## src/rtl/pwr_rst_pkg.sv

```systemverilog
// pwr_rst_pkg: shared definitions for the power/reset sequencer.
//   - pwr_state_e : FSM state encoding (also driven out on o_State)
//   - DEF_*       : default parameter values
//   - cnt_w()     : counter width for a given count limit (min 1 bit)
package pwr_rst_pkg;

    typedef enum logic [2:0] {
        ST_WAIT_DCOK = 3'd0,
        ST_SEQ_UP    = 3'd1,
        ST_RUN       = 3'd2,
        ST_SEQ_DN    = 3'd3,
        ST_HALT      = 3'd4
    } pwr_state_e;

    localparam int unsigned DEF_N_CH     = 4;
    localparam int unsigned DEF_DCOK_DLY = 65536;
    localparam int unsigned DEF_STEP_DLY = 256;
    localparam int unsigned DEF_PG_FILT  = 8;
    localparam int unsigned DEF_PG_TMO   = 1048576;

    function automatic int unsigned cnt_w(input int unsigned p);
        return (p > 1) ? $clog2(p) : 1;
    endfunction

endpackage

```

## src/rtl/pg_filt.sv

```systemverilog
// pg_filt: 2-flop synchroniser plus level filter for one power-good input.
//   clk      : sequencer clock
//   rst_n    : internal reset (async assert, active-low)
//   pg_async : raw power-good, asynchronous to clk
//   pg_o     : filtered level; it takes a new value on the cycle the
//              PG_FILT-th consecutive differing synchronised sample is seen
module pg_filt
    import pwr_rst_pkg::*;
#(
    parameter int unsigned PG_FILT = DEF_PG_FILT
) (
    input  logic clk,
    input  logic rst_n,
    input  logic pg_async,
    output logic pg_o
);
    localparam int unsigned FW = cnt_w(PG_FILT);

    logic [1:0]    sync_q, sync_d;
    logic          level_q, level_d;
    logic [FW-1:0] cnt_q, cnt_d;

    // cnt_q holds how many earlier consecutive samples disagreed with the
    // accepted level, so the current sample completes the run; the count
    // never exceeds PG_FILT-1.
    always_comb begin
        sync_d  = {sync_q[0], pg_async};
        level_d = level_q;
        cnt_d   = '0;
        if (sync_q[1] != level_q) begin
            if (cnt_q == FW'(PG_FILT - 1)) begin
                level_d = sync_q[1];
            end else begin
                cnt_d = cnt_q + 1'b1;
            end
        end
    end

    always_ff @(posedge clk or negedge rst_n) begin
        if (!rst_n) begin
            sync_q  <= '0;
            level_q <= 1'b0;
            cnt_q   <= '0;
        end else begin
            sync_q  <= sync_d;
            level_q <= level_d;
            cnt_q   <= cnt_d;
        end
    end

    assign pg_o = level_d;
endmodule

```

## src/rtl/pwr_rst_seq.sv

```systemverilog
// pwr_rst_seq: power-good qualified reset sequencer for N_CH channels.
//   i_InitialSoc : clock
//   i_DCOKSby    : async-assert active-low reset (release synchronised)
//   i_PwrGood    : per-channel power-good (asynchronous)
//   i_SoftRst_n  : sync active-low request to power down and re-sequence
//   i_Retry      : sync pulse leaving HALT
//   o_Reset_n    : per-channel active-low resets (registered)
//   o_Fault      : sticky per-channel fault flags
//   o_AllReady   : high in RUN
//   o_State      : FSM state
module pwr_rst_seq
    import pwr_rst_pkg::*;
#(
    parameter int unsigned N_CH     = DEF_N_CH,
    parameter int unsigned DCOK_DLY = DEF_DCOK_DLY,
    parameter int unsigned STEP_DLY = DEF_STEP_DLY,
    parameter int unsigned PG_FILT  = DEF_PG_FILT,
    parameter int unsigned PG_TMO   = DEF_PG_TMO
) (
    input  logic            i_InitialSoc,
    input  logic            i_DCOKSby,
    input  logic [N_CH-1:0] i_PwrGood,
    input  logic            i_SoftRst_n,
    input  logic            i_Retry,
    output logic [N_CH-1:0] o_Reset_n,
    output logic [N_CH-1:0] o_Fault,
    output logic            o_AllReady,
    output logic [2:0]      o_State
);
    localparam int unsigned DW = cnt_w(DCOK_DLY);
    localparam int unsigned SW = cnt_w(STEP_DLY);
    localparam int unsigned TW = cnt_w(PG_TMO);
    localparam int unsigned IW = cnt_w(N_CH);

    logic [1:0] rst_sync_q, rst_sync_d;
    logic       rst_int_n;

    assign rst_sync_d = {rst_sync_q[0], 1'b1};

    always_ff @(posedge i_InitialSoc or negedge i_DCOKSby) begin
        if (!i_DCOKSby) rst_sync_q <= '0;
        else            rst_sync_q <= rst_sync_d;
    end

    // Every other flop resets from this, so assertion still propagates
    // combinationally from i_DCOKSby with no clock.
    assign rst_int_n = rst_sync_q[1];

    logic [N_CH-1:0] pg_f;

    for (genvar g = 0; g < N_CH; g++) begin : g_pg
        pg_filt #(.PG_FILT(PG_FILT)) u_pg_filt (
            .clk      (i_InitialSoc),
            .rst_n    (rst_int_n),
            .pg_async (i_PwrGood[g]),
            .pg_o     (pg_f[g])
        );
    end

    pwr_state_e      state_q, state_d;
    logic [IW-1:0]   idx_q, idx_d;
    logic [DW-1:0]   dly_cnt_q, dly_cnt_d;
    logic [SW-1:0]   step_cnt_q, step_cnt_d;
    logic [TW-1:0]   tmo_cnt_q, tmo_cnt_d;
    logic [N_CH-1:0] reset_n_q, reset_n_d;
    logic [N_CH-1:0] fault_q, fault_d;

    logic [N_CH-1:0] fail_vec;
    logic [N_CH-1:0] keep;
    logic [IW-1:0]   hi;
    logic            tmo_hit;

    // A released channel whose filtered power-good is low has failed.
    assign fail_vec = reset_n_q & ~pg_f;
    assign keep     = reset_n_q & pg_f;
    assign tmo_hit  = !pg_f[idx_q] && (tmo_cnt_q == TW'(PG_TMO - 1));

    // Highest channel still released after dropping failed ones.
    always_comb begin
        hi = '0;
        for (int unsigned k = 0; k < N_CH; k++) begin
            if (keep[k]) hi = IW'(k);
        end
    end

    always_comb begin
        state_d    = state_q;
        idx_d      = idx_q;
        dly_cnt_d  = dly_cnt_q;
        step_cnt_d = step_cnt_q;
        tmo_cnt_d  = tmo_cnt_q;
        reset_n_d  = reset_n_q;
        fault_d    = fault_q;

        case (state_q)
            ST_WAIT_DCOK: begin
                if (dly_cnt_q == DW'(DCOK_DLY - 1)) begin
                    state_d    = ST_SEQ_UP;
                    idx_d      = '0;
                    dly_cnt_d  = '0;
                    step_cnt_d = '0;
                    tmo_cnt_d  = '0;
                end else begin
                    dly_cnt_d = dly_cnt_q + 1'b1;
                end
            end

            ST_SEQ_UP: begin
                if ((|fail_vec) || tmo_hit) begin
                    fault_d    = fault_q | fail_vec |
                                 (tmo_hit ? (N_CH'(1) << idx_q) : '0);
                    reset_n_d  = reset_n_q & ~fail_vec;
                    step_cnt_d = '0;
                    state_d    = ST_SEQ_DN;
                end else if (pg_f[idx_q]) begin
                    if (step_cnt_q == SW'(STEP_DLY - 1)) begin
                        reset_n_d[idx_q] = 1'b1;
                        step_cnt_d       = '0;
                        tmo_cnt_d        = '0;
                        if (idx_q == IW'(N_CH - 1)) state_d = ST_RUN;
                        else                        idx_d   = idx_q + 1'b1;
                    end else begin
                        step_cnt_d = step_cnt_q + 1'b1;
                    end
                end else begin
                    step_cnt_d = '0;
                    tmo_cnt_d  = tmo_cnt_q + 1'b1;
                end
            end

            ST_RUN: begin
                step_cnt_d = '0;
                if (|fail_vec) begin
                    fault_d   = fault_q | fail_vec;
                    reset_n_d = reset_n_q & ~fail_vec;
                    state_d   = ST_SEQ_DN;
                end else if (!i_SoftRst_n) begin
                    state_d = ST_SEQ_DN;
                end
            end

            ST_SEQ_DN: begin
                reset_n_d = keep;
                if (reset_n_q == '0) begin
                    dly_cnt_d = '0;
                    state_d   = (|fault_q) ? ST_HALT : ST_WAIT_DCOK;
                end else if (step_cnt_q == SW'(STEP_DLY - 1)) begin
                    if (|keep) reset_n_d[hi] = 1'b0;
                    step_cnt_d = '0;
                end else begin
                    step_cnt_d = step_cnt_q + 1'b1;
                end
            end

            ST_HALT: begin
                if (i_Retry) begin
                    fault_d   = '0;
                    dly_cnt_d = '0;
                    state_d   = ST_WAIT_DCOK;
                end
            end

            default: state_d = ST_WAIT_DCOK;
        endcase
    end

    always_ff @(posedge i_InitialSoc or negedge rst_int_n) begin
        if (!rst_int_n) begin
            state_q    <= ST_WAIT_DCOK;
            idx_q      <= '0;
            dly_cnt_q  <= '0;
            step_cnt_q <= '0;
            tmo_cnt_q  <= '0;
            reset_n_q  <= '0;
            fault_q    <= '0;
        end else begin
            state_q    <= state_d;
            idx_q      <= idx_d;
            dly_cnt_q  <= dly_cnt_d;
            step_cnt_q <= step_cnt_d;
            tmo_cnt_q  <= tmo_cnt_d;
            reset_n_q  <= reset_n_d;
            fault_q    <= fault_d;
        end
    end

    assign o_Reset_n  = reset_n_q;
    assign o_Fault    = fault_q;
    assign o_AllReady = (state_q == ST_RUN);
    assign o_State    = state_q;
endmodule

```

## config.mk

```make
export PLATFORM = sky130hd
export DESIGN_NAME = pwr_rst_seq
export DESIGN_NICKNAME = d
export VERILOG_FILES = /design/src/rtl/pwr_rst_pkg.sv /design/src/rtl/pg_filt.sv /design/src/rtl/pwr_rst_seq.sv
export SDC_FILE = /design/constraint.sdc
export NUM_CORES = 1
export LEC_CHECK = 0
export BUFFER_PORTS_ARGS = -buffer_cell sky130_fd_sc_hd__buf_4
export CELL_PAD_IN_SITES_DETAIL_PLACEMENT = 0
export CELL_PAD_IN_SITES_GLOBAL_PLACEMENT = 2
export CORE_UTILIZATION = 39
export DETAILED_ROUTE_END_ITERATION = 12
export PLACE_DENSITY = 0.89
export SYNTH_ARGS = -nofsm -noshare
export SYNTH_HDL_FRONTEND = slang
export SYNTH_SLANG_ARGS = --single-unit
```

## constraint.sdc

```tcl
create_clock -name i_InitialSoc -period 2.9 [get_ports i_InitialSoc]
set_input_delay 0.145 -clock i_InitialSoc [delete_from_list [all_inputs] [get_ports i_InitialSoc]]
set_output_delay 0.145 -clock i_InitialSoc [all_outputs]
set_load 0.02 [all_outputs]
```

# After elaboration in Yosys (flattened, before gate mapping)
# Cells that the tools add are included.
[op_classes] mux=70 shifts=1 magnitude_cmp=4 addsub=8 n_reduce_logical=22 eq_ne=31 bitwise=10
[op_table] cell="20-bit two-way mux" n=4
[op_table] cell="3-bit two-way mux" n=18
[op_table] cell="16-bit two-way mux" n=3
[op_table] cell="16-bit one-hot mux with 3 select lines" n=1
[op_table] cell="4-bit two-way mux" n=11
[op_table] cell="8-bit two-way mux" n=5
[op_table] cell="20-bit one-hot mux with 2 select lines" n=1
[op_table] cell="8-bit one-hot mux with 4 select lines" n=1
[op_table] cell="4-bit one-hot mux with 3 select lines" n=2
[op_table] cell="20-bit by 1-bit adder with 20-bit output, second input constant" n=1
[op_table] cell="20-bit == test, second input constant" n=1
[op_table] cell="2-bit != test, second input constant" n=9
[op_table] cell="16-bit by 1-bit adder with 16-bit output, second input constant" n=1
[op_table] cell="4-bit AND" n=4
[op_table] cell="16-bit == test, second input constant" n=1
[op_table] cell="3-bit == test, second input constant" n=5
[op_table] cell="3-bit one-hot mux with 5 select lines" n=1
[op_table] cell="2-bit two-way mux" n=7
[op_table] cell="3-bit by 1-bit adder with 3-bit output, second input constant" n=4
[op_table] cell="1-bit two-way mux" n=12
[op_table] cell="3-bit != test, second input constant" n=4
[op_table] cell="4-bit NOT" n=3
[op_table] cell="4-bit bitwise OR" n=3
[op_table] cell="4-bit AND reduction" n=3
[op_table] cell="other kinds (27)" n=41
[word_totals] word_cells=166 out_inout_bits=12 regBits=83 input_bits=8

# Logic depth before layout (Yosys ltp)
# Gate-level depths: netlist of run 1.
[depth] word_depth=17 depth_mapped=10 depth_no_buf=9

# Hierarchy
# Synthesis of run 1 repeated with hierarchy kept, for this count alone.
[unflattened] cells_unflattened=431 hier_area_um2=4305.4
[modules_own_cells] mod="pwr_rst_seq" area_each_um2=3424.5 cells_each=379 seq_area_each_um2=1476.4 instances=1
[modules_own_cells] mod="pg_filt" area_each_um2=220.2 cells_each=13 seq_area_each_um2=150.1 instances=4

# Worst setup path before layout of run 1
# No wires, ideal clock.
[synth_path] path_kind="reg2reg" from="reg g_pg[3].u_pg_filt.cnt_q[0]" to="reg tmo_cnt_q[18]" arrival_ps=2559 path_slack_ps=259 setup_time_ps=82 n_path_buf=1 path_stages_with_launch=11 t_required_ps=2818 period_less_slack_ps=2641 path_cell_list="dfrtp_1 > ha_1 > ha_1 > mux2i_2 > inv_2 > mux4_2 > nor4_4 > o31a_2 > nor2_2 > buf_6 > a31oi_1"
[synth_between] elab_chain_len=10 elab_cells_between_ends=17 cone_classes="3 x eq/ne; 7 x mux; 2 x bitwise; 5 x reduce/logical"
[synth_lines] element="start: declaration" line="pg_filt.sv:21" source="logic [FW-1:0] cnt_q, cnt_d;"
[synth_lines] element="start signal: assignment" line="pg_filt.sv:47" source="cnt_q <= cnt_d;"
[synth_lines] element="3-bit == test (*)" line="pg_filt.sv:31" source="if (cnt_q == FW'(PG_FILT - 1)) begin"
[synth_lines] element="1-bit two-way mux (*)" line="pg_filt.sv:31"
[synth_lines] element="1-bit two-way mux (*)" line="pg_filt.sv:30" source="if (sync_q[1] != level_q) begin"
[synth_lines] element="named net g_pg[3].u_pg_filt.pg_o" line="pg_filt.sv:15" source="output logic pg_o"
[synth_lines] element="1-bit binary-select mux with 2-bit select" line="pwr_rst_seq.sv:76, pwr_rst_seq.sv:115"
[synth_lines] element="1-bit two-way mux (not written as such)" line="pwr_rst_seq.sv:76, pwr_rst_seq.sv:115"
[synth_lines] element="1-bit logical NOT" line="pwr_rst_seq.sv:76" source="assign tmo_hit = !pg_f[idx_q] && (tmo_cnt_q == TW'(PG_TMO - 1));"
[synth_lines] element="1-bit logical AND" line="pwr_rst_seq.sv:76"
[synth_lines] element="1-bit logical OR" line="pwr_rst_seq.sv:109" source="if ((|fail_vec) || tmo_hit) begin"
[synth_lines] element="2-bit != test (no source line)"
[synth_lines] element="4-bit AND reduction (no source line)"
[synth_lines] element="end signal: assignment" line="pwr_rst_seq.sv:181" source="tmo_cnt_q <= tmo_cnt_d;"
[synth_lines] element="end: declaration" line="pwr_rst_seq.sv:64" source="logic [TW-1:0] tmo_cnt_q, tmo_cnt_d;"
# Mark *: on every way through the listed nets, which the timed path passes. The rest lies on a longest branch. The select of a mux whose other input is x is not followed.
# A chain may end at the register's enable or synchronous reset.

# Worst setup path in the final report of run 1
[layout_path] from="reg g_pg[0].u_pg_filt.cnt_q[0]" to="reg tmo_cnt_q[13]"
[layout_between] elab_chain_len=10 elab_cells_between_ends=17 cone_classes="3 x eq/ne; 7 x mux; 2 x bitwise; 5 x reduce/logical"
[layout_lines] element="start: declaration" line="pg_filt.sv:21"
[layout_lines] element="start signal: assignment" line="pg_filt.sv:47"
[layout_lines] element="3-bit == test (*)" line="pg_filt.sv:31"
[layout_lines] element="1-bit two-way mux (*)" line="pg_filt.sv:31"
[layout_lines] element="1-bit two-way mux (*)" line="pg_filt.sv:30"
[layout_lines] element="1-bit binary-select mux with 2-bit select" line="pwr_rst_seq.sv:76, pwr_rst_seq.sv:115"
[layout_lines] element="1-bit two-way mux (not written as such)" line="pwr_rst_seq.sv:76, pwr_rst_seq.sv:115"
[layout_lines] element="1-bit logical NOT" line="pwr_rst_seq.sv:76"
[layout_lines] element="1-bit logical AND" line="pwr_rst_seq.sv:76"
[layout_lines] element="1-bit logical OR" line="pwr_rst_seq.sv:109"
[layout_lines] element="2-bit != test (no source line)"
[layout_lines] element="4-bit AND reduction (no source line)"
# Mark *: on every way between the ends. The rest lies on a longest branch, timed or not. The select of a mux whose other input is x is not followed.

==> results of run 1 <==
cell type report:
class / count / area (um2) / share of cell area
Multi-Input combinational cell: 351 / 2180 / 0.432
Tap cell: 140 / 175 / 0.0346
Clock buffer: 10 / 138 / 0.0272
Timing Repair Buffer: 44 / 358 / 0.0707
Inverter: 14 / 52.6 / 0.0104
Clock inverter: 6 / 71.3 / 0.0141
Sequential cell: 83 / 2080 / 0.411
logic make-up (layout without fill, tap and decap cells):
group                    after synthesis  count (layout)
multiplexers                           8               8
other                                  1               1
flip-flops                            83              83
adder cells (fa/ha/maj)               15              15
buffers and inverters                 28              74
AND/OR/NAND/NOR                      183             183
XOR/XNOR                               4               4
AO/OA/AOI/OAI                        140             140
worst paths after layout:
path | startpoint | endpoint | slack (ns) | cells after the start
worst max-delay path | g_pg[0].u_pg_filt.cnt_q[0] | tmo_cnt_q[13] | 0.14 | 9
worst min-delay path | i_DCOKSby | rst_sync_q[1] | 0.09 | 2
worst max register to register | g_pg[0].u_pg_filt.cnt_q[0] | tmo_cnt_q[13] | 0.14 | 9
worst min register to register | rst_sync_q[0] | rst_sync_q[1] | 0.35 | 0
max in group asynchronous | rst_sync_q[1] | step_cnt_q[3] | 1.68 | 0
min in group i_InitialSoc | i_SoftRst_n | o_State[0] | 0.19 | 4
placed cells by master, fill, tap and decap left out, drive strengths merged, types with 4 or more instances in the layout:
cell,netlist,routed
nor2,29,29
nand4,4,4
dlygate4sd3,0,6
o21a,5,5
nor3b,6,6
ha,15,15
or3,6,6
nor2b,5,5
clkbuf,8,10
a21o,5,5
a21oi,25,25
o31ai,9,9
and2,10,10
a41oi,5,5
a31oi,17,17
a22o,4,4
nand2,64,64
o22ai,5,5
nand2b,5,5
buf,5,38
o41ai,4,4
o21ai,42,42
mux2i,5,5
nor3,10,10
dfrtp,83,83
and3,9,9
nand3,26,26
a22oi,7,7
and4,4,4
inv,14,16
what timing repair did:
item / in CTS / in global routing
endpoints found under the setup margin: 0 / 18
resized for setup: 0 / 5
buffers inserted: 0 / 1
endpoints found under the hold margin: 7 / 0
hold buffers: 6 / 0
critical path: cells and delay by family, from the launching register on:
family,cells,cell delay [ns]
AO/OA/AOI/OAI,3,1.05
adder cells (fa/ha/maj),2,0.42
buffers and inverters,1,0.16
flip-flops,1,0.40
multiplexers,1,0.15
AND/OR/NAND/NOR,2,0.45
stage by stage:
stage | std cells | power, mW
2_1_floorplan | 462 | 3.12
3_3_place_gp | 625 | 3.80
3_5_place_dp | 625 | 3.83
4_1_cts | 647 | 4.74
5_1_grt | 648 | 5.11
6_report | 648 | 4.74
sequential cells by signal, summed over array words and instances, names as in the netlist:
| register | flops |
|---|---|
| tmo_cnt_q | 20 |
| o_State | 3 |
| o_Reset_n | 4 |
| dly_cnt_q | 16 |
| o_Fault | 4 |
| g_pg.u_pg_filt.cnt_q | 12 |
| g_pg.u_pg_filt.sync_q | 8 |
| rst_sync_q | 2 |
| idx_q | 2 |
| step_cnt_q | 8 |
| g_pg.u_pg_filt.level_q | 4 |
report_power, final:
part,switching [mW],internal (mW),leakage [nW]
Sequential,0.354,1.43,1.10
Combinational,1.23,0.846,0.977
Clock,0.445,0.429,0.0995
routing by layer:
metal  up-vias  share of wire
li1       1782              -
met1      1757           0.47
met2        81           0.46
met3        18          0.045
met4         0          0.017
met5         -              0
==> run metrics, run 1 <==
largest net degree at the start of global routing=82; Final WS setup=0.145 ns; met2 Use GR=0.293; Setup crit start kind=flop; Via density=5.61; Yosys cell types=61; fin area=5060 um2; CTS max path bufs=2; Die W=108 um; fillcell total=1,044; Overflow after GRT=0; Via Count=3,638; worst-path cell chain=ha_1 -> ha_1 -> mux2i_1 -> buf_4 -> a22oi_1 -> nand2_1 -> o31a_2 -> or2_2 -> a221o_1; Worst-path clk slew=0.09 ns; complex-gate fraction of the synthesized area=0.205; Worst-Margin Slew=1.06 ns; Max-Slew Margin vs Limit=0.296; main combinational cell family by area after synthesis=simple AND/OR/NAND/NOR gates; Buffers on Ports=19; vias in the first global route=3,528; ANT nets after route=0; most instantiated cells after synthesis=dfrtp_1, nand2_1, o21ai_0; Place WS=0.0856 ns; status=finished clean; Crit-path slowest cell=dfrtp_1; worst stage delay on the critical path=0.40 ns; max cap viols=0; H-tree depth=3; GR peak layer=met2; Sink Count=83; mapped cell area=4370 um2; fin crit share=0.950; Worst-Skew Late Latency=0.37 ns; Area contributors post-synth=dfrtp_1, nand2_1, o21ai_0, ha_1, nand3_1; Crit. End Element=flop; Crit path top cell by count=ha_1; final setup fails=0; Post-Route Skew=0.0126 ns; CTS Buf Count=9; fin crit period=2.76 ns; die height=108 um; CP max FO=5; fmax=0.363 GHz; Total Nets Final=526; Post-Synth Adder-Cell Area=0.0429; first-pass GRT wire length=17.0 mm; die area=11,600 um2; CP arrival=3.00 ns; ant diodes=0; count of pins over their slew limit=0; Seq/Total Area, Yosys=0.475; ys async rst share=1.00; Initial Util=0.402; Hold Path Class=input pin to asynchronous set/reset pin; initial DRC count=199; Peak VDD IR=638 uV; Placer Congestion=0.796; WS Path Type=flop to flop; top_reg_cell synth=dfrtp_1; critical path data required time=3.15 ns; Root Buffer=clkbuf_8; setup tns final=0 ns; area added between synthesis and finish=15.7%; top cell type by total area after synthesis=dfrtp_1; hpwl dp=6.96 mm; Total Wirelength=10.1 mm; Area after DPL=4750 um2; share of layout cells above drive strength 1=0.148; post-synthesis mux area share=0.0260; met3 GRT Util=0.0406; share of the synthesized area in the top cell type=0.475; GR Util All Layers=0.186; synth warn=0; Mapped Nets=485; Routed WL per cell=15.6 um; met1 usage=0.251; CTS tree=done; total I/O pin count=20; DR pass1 iterations=4; DRC violations left=0; Leakage=2.18 nW; XOR/XNOR Fraction of Synth Area=0.00801; Synth Register Bits=83; Post-Syn Instances=462; post-synthesis area per instance=9.46 um2; Core Area=10,900 um2; Rows=38; count of flip-flops with a built-in enable after synthesis=0; Cell Pwr Density=936 nW/um2; initial antenna violation count=0; final core occ=0.465; most instantiated library cell after synthesis=dfrtp_1; area share of and/or/nand/nor cells after synthesis=0.209; smallest hold slack=0.0898 ns; Hold Vio Cnt, Final=0
(Power assumes the default switching activity.)
==> run 2: changes to the inputs <==
--- a/config.mk
+++ b/config.mk
@@ -8,9 +8,10 @@
 export BUFFER_PORTS_ARGS = -buffer_cell sky130_fd_sc_hd__buf_4
 export CELL_PAD_IN_SITES_DETAIL_PLACEMENT = 0
 export CELL_PAD_IN_SITES_GLOBAL_PLACEMENT = 2
-export CORE_UTILIZATION = 39
+export CORE_UTILIZATION = 40
 export DETAILED_ROUTE_END_ITERATION = 12
 export PLACE_DENSITY = 0.89
 export SYNTH_ARGS = -nofsm -noshare
 export SYNTH_HDL_FRONTEND = slang
+export SYNTH_HIERARCHICAL = 1
 export SYNTH_SLANG_ARGS = --single-unit
==> run 2 against run 1 <==
Effect of this change: clock power decreased by 11%; cell area rose by 0.35%; total power fell by 12%; flip-flop and latch count is the same; die area decreased by 3.9%; synthesized area is 1.5% lower; register-to-register slack got worse by 0.04 ns; utilization up 2.5 points; critical path depth stayed put; maximum frequency decreased by 1.3%.
==> run metrics, run 2 <==
Total Nets Final=505 (was 526); most frequent cells in the layout=dfrtp_1, buf_4, nand2_1 (was dfrtp_1, nand2_1, o21ai_0); Biggest register=tmo_cnt_q (unchanged); top_reg_cell synth=dfrtp_1 (unchanged); Crit-path slowest cell=mux4_2 (was dfrtp_1); top cell type by total area after synthesis=dfrtp_1 (unchanged); vias in the first global route=3,466 (was 3,528); placed insts=596 (was 625); Routed WL per cell=16.0 um (was 15.6 um); Die W=106 um (was 108 um); DR pass1 iterations=7 (was 4); die height=106 um (was 108 um); Hold Path Class=input pin to asynchronous set/reset pin (unchanged); Rows=37 (was 38); share of the synthesized area in the top cell type=0.482 (was 0.475); initial antenna violation count=0 (unchanged); Total Wirelength=9.97 mm (was 10.1 mm); fin crit share=0.962 (was 0.950); Root Buffer=clkbuf_8 (unchanged); most instantiated library cell after synthesis=dfrtp_1 (unchanged); Worst-Margin Slew=1.06 ns (about the same); Max-Slew Margin vs Limit=0.293 (was 0.296); most common cell after layout, fill and taps aside=dfrtp_1 (unchanged); Setup crit end=o_State[0] (was tmo_cnt_q[13]); Post-Syn Instances=431 (was 462); Crit. End Element=flop (unchanged); Synth Register Bits=83 (unchanged); DRC violations left=0 (unchanged); Mapped Nets=454 (was 485); total power draw=4.18 mW (was 4.74 mW); Leakage=2.30 nW (was 2.18 nW); Seq/Total Area, Yosys=0.482 (was 0.475); final core occ=0.490 (was 0.465); Worst-Skew Late Latency=0.37 ns (about the same); worst r2r src=g_pg[1].u_pg_filt/cnt_q[0] (was g_pg[0].u_pg_filt.cnt_q[0]); share of layout cells above drive strength 1=0.201 (was 0.148); status=finished clean (unchanged); Crit path max-delay family=simple AND/OR/NAND/NOR gates (was compound AO/OA/AOI/OAI gates); worst stage delay on the critical path=0.51 ns (was 0.40 ns); most instantiated cells after synthesis=dfrtp_1, nand2_1, nor2_1 (was dfrtp_1, nand2_1, o21ai_0); synth warn=6 (was 0); CP arrival=3.04 ns (was 3.00 ns); critical path data required time=3.15 ns (about the same); CP startpoint=g_pg[1].u_pg_filt/cnt_q[0] (was g_pg[0].u_pg_filt.cnt_q[0]); Yosys cell types=56 (was 61); crit path buf inv count=1 (unchanged); Peak VDD IR=420 uV (was 638 uV); Placer Congestion=0.825 (was 0.796); WS Path Type=flop to flop (unchanged); worst-path cell chain=ha_1 -> ha_2 -> mux2_4 -> mux4_2 -> nor2_1 -> nand4_1 -> buf_4 -> and3_1 -> or3_1 (was ha_1 -> ha_1 -> mux2i_1 -> buf_4 -> a22oi_1 -> nand2_1 -> o31a_2 -> or2_2 -> a221o_1); biggest regs=tmo_cnt_q x20, dly_cnt_q x16, g_pg.u_pg_filt/cnt_q x12 (was tmo_cnt_q x20, dly_cnt_q x16, g_pg.u_pg_filt.cnt_q x12); ant diodes=0 (unchanged); Buffers on Ports=19 (unchanged); Core Area=10,400 um2 (was 10,900 um2); Hold Vio Cnt, Final=0 (unchanged); smallest hold slack=0.0850 ns (was 0.0898 ns); fin crit period=2.79 ns (was 2.76 ns); mapped cell area=4310 um2 (was 4370 um2); Sink Count=83 (unchanged); GR Util All Layers=0.195 (was 0.186); Overflow after GRT=0 (unchanged); fmax=0.358 GHz (was 0.363 GHz); Cell Pwr Density=824 nW/um2 (was 936 nW/um2); count of pins over their slew limit=0 (unchanged); WP depth=9 (unchanged); initial DRC count=169 (was 199); H-tree depth=3 (unchanged); final setup fails=0 (unchanged); Post-Route Skew=0.0101 ns (was 0.0126 ns); Final WS setup=0.109 ns (was 0.145 ns); CTS max path bufs=2 (unchanged); CTS Buf Count=9 (unchanged); max cap viols=0 (unchanged); first-pass GRT wire length=17.0 mm (about the same); CTS tree=done (unchanged); Layout Cells excl Fill=623 (was 648); post-synthesis area per instance=9.99 um2 (was 9.46 um2); ys async rst share=1.00 (unchanged); FF-to-FF setup slack=0.11 ns (was 0.14 ns); CP max FO=4 (was 5); ANT nets after route=0 (unchanged); Worst-path clk slew=0.09 ns (about the same); max FFs per register=20 (unchanged); Worst R2R Path Depth=9 (unchanged); Setup crit start kind=flop (unchanged); Via density=5.53 (was 5.61); r2r endpoint=o_State[0] (was tmo_cnt_q[13]); Area contributors post-synth=dfrtp_1, ha_1, nand2_1, nand3_1, a31oi_1 (was dfrtp_1, nand2_1, o21ai_0, ha_1, nand3_1); largest net degree at the start of global routing=82 (unchanged); area added between synthesis and finish=17.9% (was 15.7%); count of flip-flops with a built-in enable after synthesis=0 (unchanged); die area=11,200 um2 (was 11,600 um2); Place WS=-0.107 ns (was 0.0856 ns); total I/O pin count=20 (unchanged); hpwl dp=6.78 mm (was 6.96 mm); Via Count=3,443 (was 3,638); Initial Util=0.415 (was 0.402)
run 2: cell types whose count changed after synthesis, sizes merged, moves of 5 or more:
cell,before,now
nand2,64,43
o21ai,42,22
xor2,3,11
a22oi,7,0
a21oi,25,19
and2,10,16
inv,14,8
and3,9,14
nand4,4,9
nor2b,5,10
run 2: how the worst min path moves through the flow:
stage / start / endpoint / cells past startpoint
after floorplan: i_DCOKSby / rst_sync_q[0] / 0
after global placement: i_DCOKSby / rst_sync_q[0] / 1
after detailed placement: i_DCOKSby / rst_sync_q[0] / 1
after CTS: i_DCOKSby / rst_sync_q[1] / 2
after global routing: i_DCOKSby / rst_sync_q[1] / 2
final: i_DCOKSby / rst_sync_q[1] / 2
run 2: layout make-up:
| type | count | area, um2 |
|---|---|---|
| Fill cell | 1000 | 5290 |
| Multi-Input combinational cell | 327 | 2200 |
| Sequential cell | 83 | 2080 |
| Timing Repair Buffer | 53 | 413 |
| Tap cell | 136 | 170 |
| Clock buffer | 12 | 155 |
| Inverter | 8 | 30.0 |
| Clock inverter | 4 | 25.0 |
run 2: metal layers:
metal / wire (um) / up-vias / track usage
met4: 178 / 0 / 0.0764
li1: - / 1675 / -
met3: 405 / 14 / 0.0501
met5: 0 / - / 0
met2: 4730 / 73 / 0.312
met1: 4660 / 1681 / 0.251
run 2: what timing repair did:
action,in CTS,in global routing
gates resized for setup,5,16
hold buffers,6,0
gates cloned,2,0
setup endpoints to repair,24,29
setup buffers,0,3
hold endpoints to repair,7,0
pin swaps,2,3
run 2: cell families after synthesis:
logic type / count (synthesis) / share of synthesized area
flip-flops: 83 / 0.482
multiplexers: 11 / 0.0299
other: 1 / 0.000871
AO/OA/AOI/OAI: 96 / 0.149
adder cells (fa/ha/maj): 15 / 0.0436
XOR/XNOR: 15 / 0.0305
AND/OR/NAND/NOR: 187 / 0.240
buffers and inverters: 23 / 0.0241
run 2: per-stage QoR:
step	instance area, um2	setup TNS [ns]
5_1_grt	5080	-0.00618
3_3_place_gp	4740	0
2_1_floorplan	4310	0
4_1_cts	5020	0
6_report	5080	0
3_5_place_dp	4740	-1.15
run 2: power breakdown:
part	internal, mW	switching, mW
combinational	0.726	0.970
sequential	1.41	0.297
clock	0.355	0.424
run 2: worst reg2reg max path, stage by stage (launching register included):
cell and delay [ns]:
dfrtp_1 0.39, ha_1 0.21, ha_2 0.18, mux2_4 0.32, mux4_2 0.51, nor2_1 0.12, nand4_1 0.20, buf_4 0.22
and3_1 0.16, or3_1 0.36
==> run 3: changes to the inputs <==
--- a/config.mk
+++ b/config.mk
@@ -11,6 +11,7 @@
 export CORE_UTILIZATION = 40
 export DETAILED_ROUTE_END_ITERATION = 12
 export PLACE_DENSITY = 0.89
+export REMOVE_ABC_BUFFERS = 1
 export SYNTH_ARGS = -nofsm -noshare
 export SYNTH_HDL_FRONTEND = slang
 export SYNTH_HIERARCHICAL = 1
==> run 3 against run 2 <==
Effect of this change: count of clock-buffer cells in the layout is the same; global-route usage fell by 0.20 points; clock power grew 11%; flip-flop and latch count is the same; worst hold slack improved by 0.014 ns; combinational power decreased by 2%; setup slack gained 0.0060 ns; routed wire length fell by 2.3%; via count shrank 0.84%.
==> run metrics, run 3 (synthesis gave the netlist of run 2 again) <==
CP arrival=3.07 ns (was 3.04 ns); max FFs per register=20 (unchanged); ANT nets after route=0 (unchanged); Worst-Margin Slew=1.05 ns (was 1.06 ns); fin crit share=0.960 (was 0.962); CTS max path bufs=2 (unchanged); Sink Count=83 (unchanged); Switching Fraction=0.391 (was 0.404); Cell Int Power=2.58 mW (was 2.49 mW); total I/O pin count=20 (unchanged); ant diodes=0 (unchanged); Comb power frac=0.393 (was 0.405); die height=106 um (unchanged); Peak VDD IR=313 uV (was 420 uV); Worst-path clk slew=0.08 ns (was 0.09 ns); largest net degree at the start of global routing=82 (unchanged); fmax=0.359 GHz (was 0.358 GHz); GR Util All Layers=0.193 (was 0.195); most frequent cells in the layout=dfrtp_1, buf_4, nand2_1 (unchanged); vias in the first global route=3,353 (was 3,466); status=finished clean (unchanged); share of layout cells above drive strength 1=0.193 (was 0.201); Hold Path Class=input pin to asynchronous set/reset pin (unchanged); WS Path Type=flop to flop (unchanged); CP max FO=7 (was 4); initial DRC count=200 (was 169); Leakage=2.32 nW (was 2.30 nW); biggest regs=tmo_cnt_q x20, dly_cnt_q x16, g_pg.u_pg_filt/cnt_q x12 (unchanged); Post-Route Skew=0.0127 ns (was 0.0101 ns); Total Wirelength=9.74 mm (was 9.97 mm); r2r endpoint=tmo_cnt_q[9] (was o_State[0]); Biggest register=tmo_cnt_q (unchanged); Area after DPL=4710 um2 (was 4740 um2); Via density=5.49 (was 5.53); Root Buffer=clkbuf_8 (unchanged); Via Count=3,414 (was 3,443); Total Nets Final=504 (was 505); area added between synthesis and finish=18.2% (was 17.9%); placed insts=593 (was 596); worst r2r src=g_pg[1].u_pg_filt/cnt_q[0] (unchanged); DRC violations left=0 (unchanged); count of pins over their slew limit=0 (unchanged); Placer Congestion=0.773 (was 0.825); Worst-Skew Late Latency=0.36 ns (was 0.37 ns); Layout Cells excl Fill=622 (was 623); Cell Pwr Density=833 nW/um2 (was 824 nW/um2); FF-to-FF setup slack=0.12 ns (was 0.11 ns); DR pass1 iterations=4 (was 7); fillcell total=973 (was 1,000); max cap viols=0 (unchanged); critical path data required time=3.18 ns (was 3.15 ns); first-pass GRT wire length=16.8 mm (was 17.0 mm); Clock power frac=0.204 (was 0.186); fin area=5090 um2 (was 5080 um2); Max-Slew Margin vs Limit=0.297 (was 0.293); Rows=37 (unchanged); Worst R2R Path Depth=9 (unchanged); Crit. End Element=flop (unchanged); NetSw=1.66 mW (was 1.69 mW); Hold Vio Cnt, Final=0 (unchanged); final setup fails=0 (unchanged); fin crit period=2.78 ns (was 2.79 ns); Initial Util=0.415 (unchanged); hpwl dp=6.67 mm (was 6.78 mm); Reg power frac=0.404 (was 0.408); H-tree depth=3 (unchanged); initial antenna violation count=0 (unchanged); smallest hold slack=0.0985 ns (was 0.0850 ns); CTS Buf Count=9 (unchanged); Routed WL per cell=15.7 um (was 16.0 um); most common cell after layout, fill and taps aside=dfrtp_1 (unchanged); Overflow after GRT=0 (unchanged); Setup crit start kind=flop (unchanged); Core Area=10,400 um2 (unchanged); Die W=106 um (unchanged); die area=11,200 um2 (unchanged); Buffers on Ports=19 (unchanged); CTS tree=done (unchanged)
## run 3: cell type report
cell class / count / area, um2 / share of cell area
clock buffer: 12 / 155 / 0.0305
sequential: 83 / 2080 / 0.409
timing repair buffer: 53 / 417 / 0.0819
multi-input combinational: 326 / 2190 / 0.430
tap: 136 / 170 / 0.0334
clock inverter: 4 / 48.8 / 0.00959
inverter: 8 / 30.0 / 0.00590
## run 3: worst max path at each step
stage / from / to / slack [ns] / depth (start not counted)
5_1_grt: g_pg[1].u_pg_filt/cnt_q[0] / tmo_cnt_q[9] / -0.008 / 9
3_3_place_gp: g_pg[2].u_pg_filt/cnt_q[0] / tmo_cnt_q[1] / -0.0003 / 9
4_1_cts: g_pg[0].u_pg_filt/cnt_q[0] / tmo_cnt_q[10] / 0.004 / 10
6_report: g_pg[1].u_pg_filt/cnt_q[0] / tmo_cnt_q[9] / 0.12 / 9
3_5_place_dp: g_pg[0].u_pg_filt/cnt_q[0] / tmo_cnt_q[15] / -0.09 / 9
2_1_floorplan: g_pg[2].u_pg_filt/cnt_q[0] / tmo_cnt_q[15] / -0.20 / 8
## run 3: power by group through the flow
| stage | combinational, mW | clock [mW] | sequential (mW) |
|---|---|---|---|
| 3_5_place_dp | 1.51 | 0 | 1.73 |
| 5_1_grt | 1.89 | 0.947 | 1.76 |
| 3_3_place_gp | 1.49 | 0 | 1.72 |
| 6_report | 1.66 | 0.863 | 1.71 |
| 2_1_floorplan | 0.960 | 0 | 1.70 |
| 4_1_cts | 1.60 | 0.890 | 1.71 |
## run 3: per-layer routing
layer  share of wire  up-vias  track usage
met1            0.48     1676        0.264
met3           0.039        9       0.0371
met2            0.46       51        0.295
li1                -     1678            -
met5               0        -            0
met4           0.012        0       0.0853
## run 3: stage by stage
| step | setup WS (ns) | power, mW | utilization | TNS [ns] |
|---|---|---|---|---|
| 2_1_floorplan | -0.199 | 2.66 | - | -2.32 |
| 3_3_place_gp | -0.000342 | 3.21 | 0.455 | -0.000342 |
| 3_5_place_dp | -0.0918 | 3.24 | 0.455 | -0.880 |
| 4_1_cts | 0.00354 | 4.20 | 0.483 | 0 |
| 5_1_grt | -0.00824 | 4.59 | 0.491 | -0.0122 |
| 6_report | 0.115 | 4.24 | 0.491 | 0 |
## run 3: critical path, cell delays in order (launching register included)
cell and delay [ns]:
dfrtp_1 0.39, ha_1 0.20, ha_2 0.19, mux2_4 0.31, mux4_2 0.50, buf_4 0.18
nor2_1 0.20, nand3_1 0.23, or3_1 0.41, o211ai_2 0.07
## run 3: what timing repair did
action	4_1_cts	5_1_grt
cloned	1	0
pin swaps	1	1
endpoints found under the hold margin	7	0
resized for setup	6	14
setup buffers	0	6
endpoints found under the setup margin	22	26
hold buffers	6	0
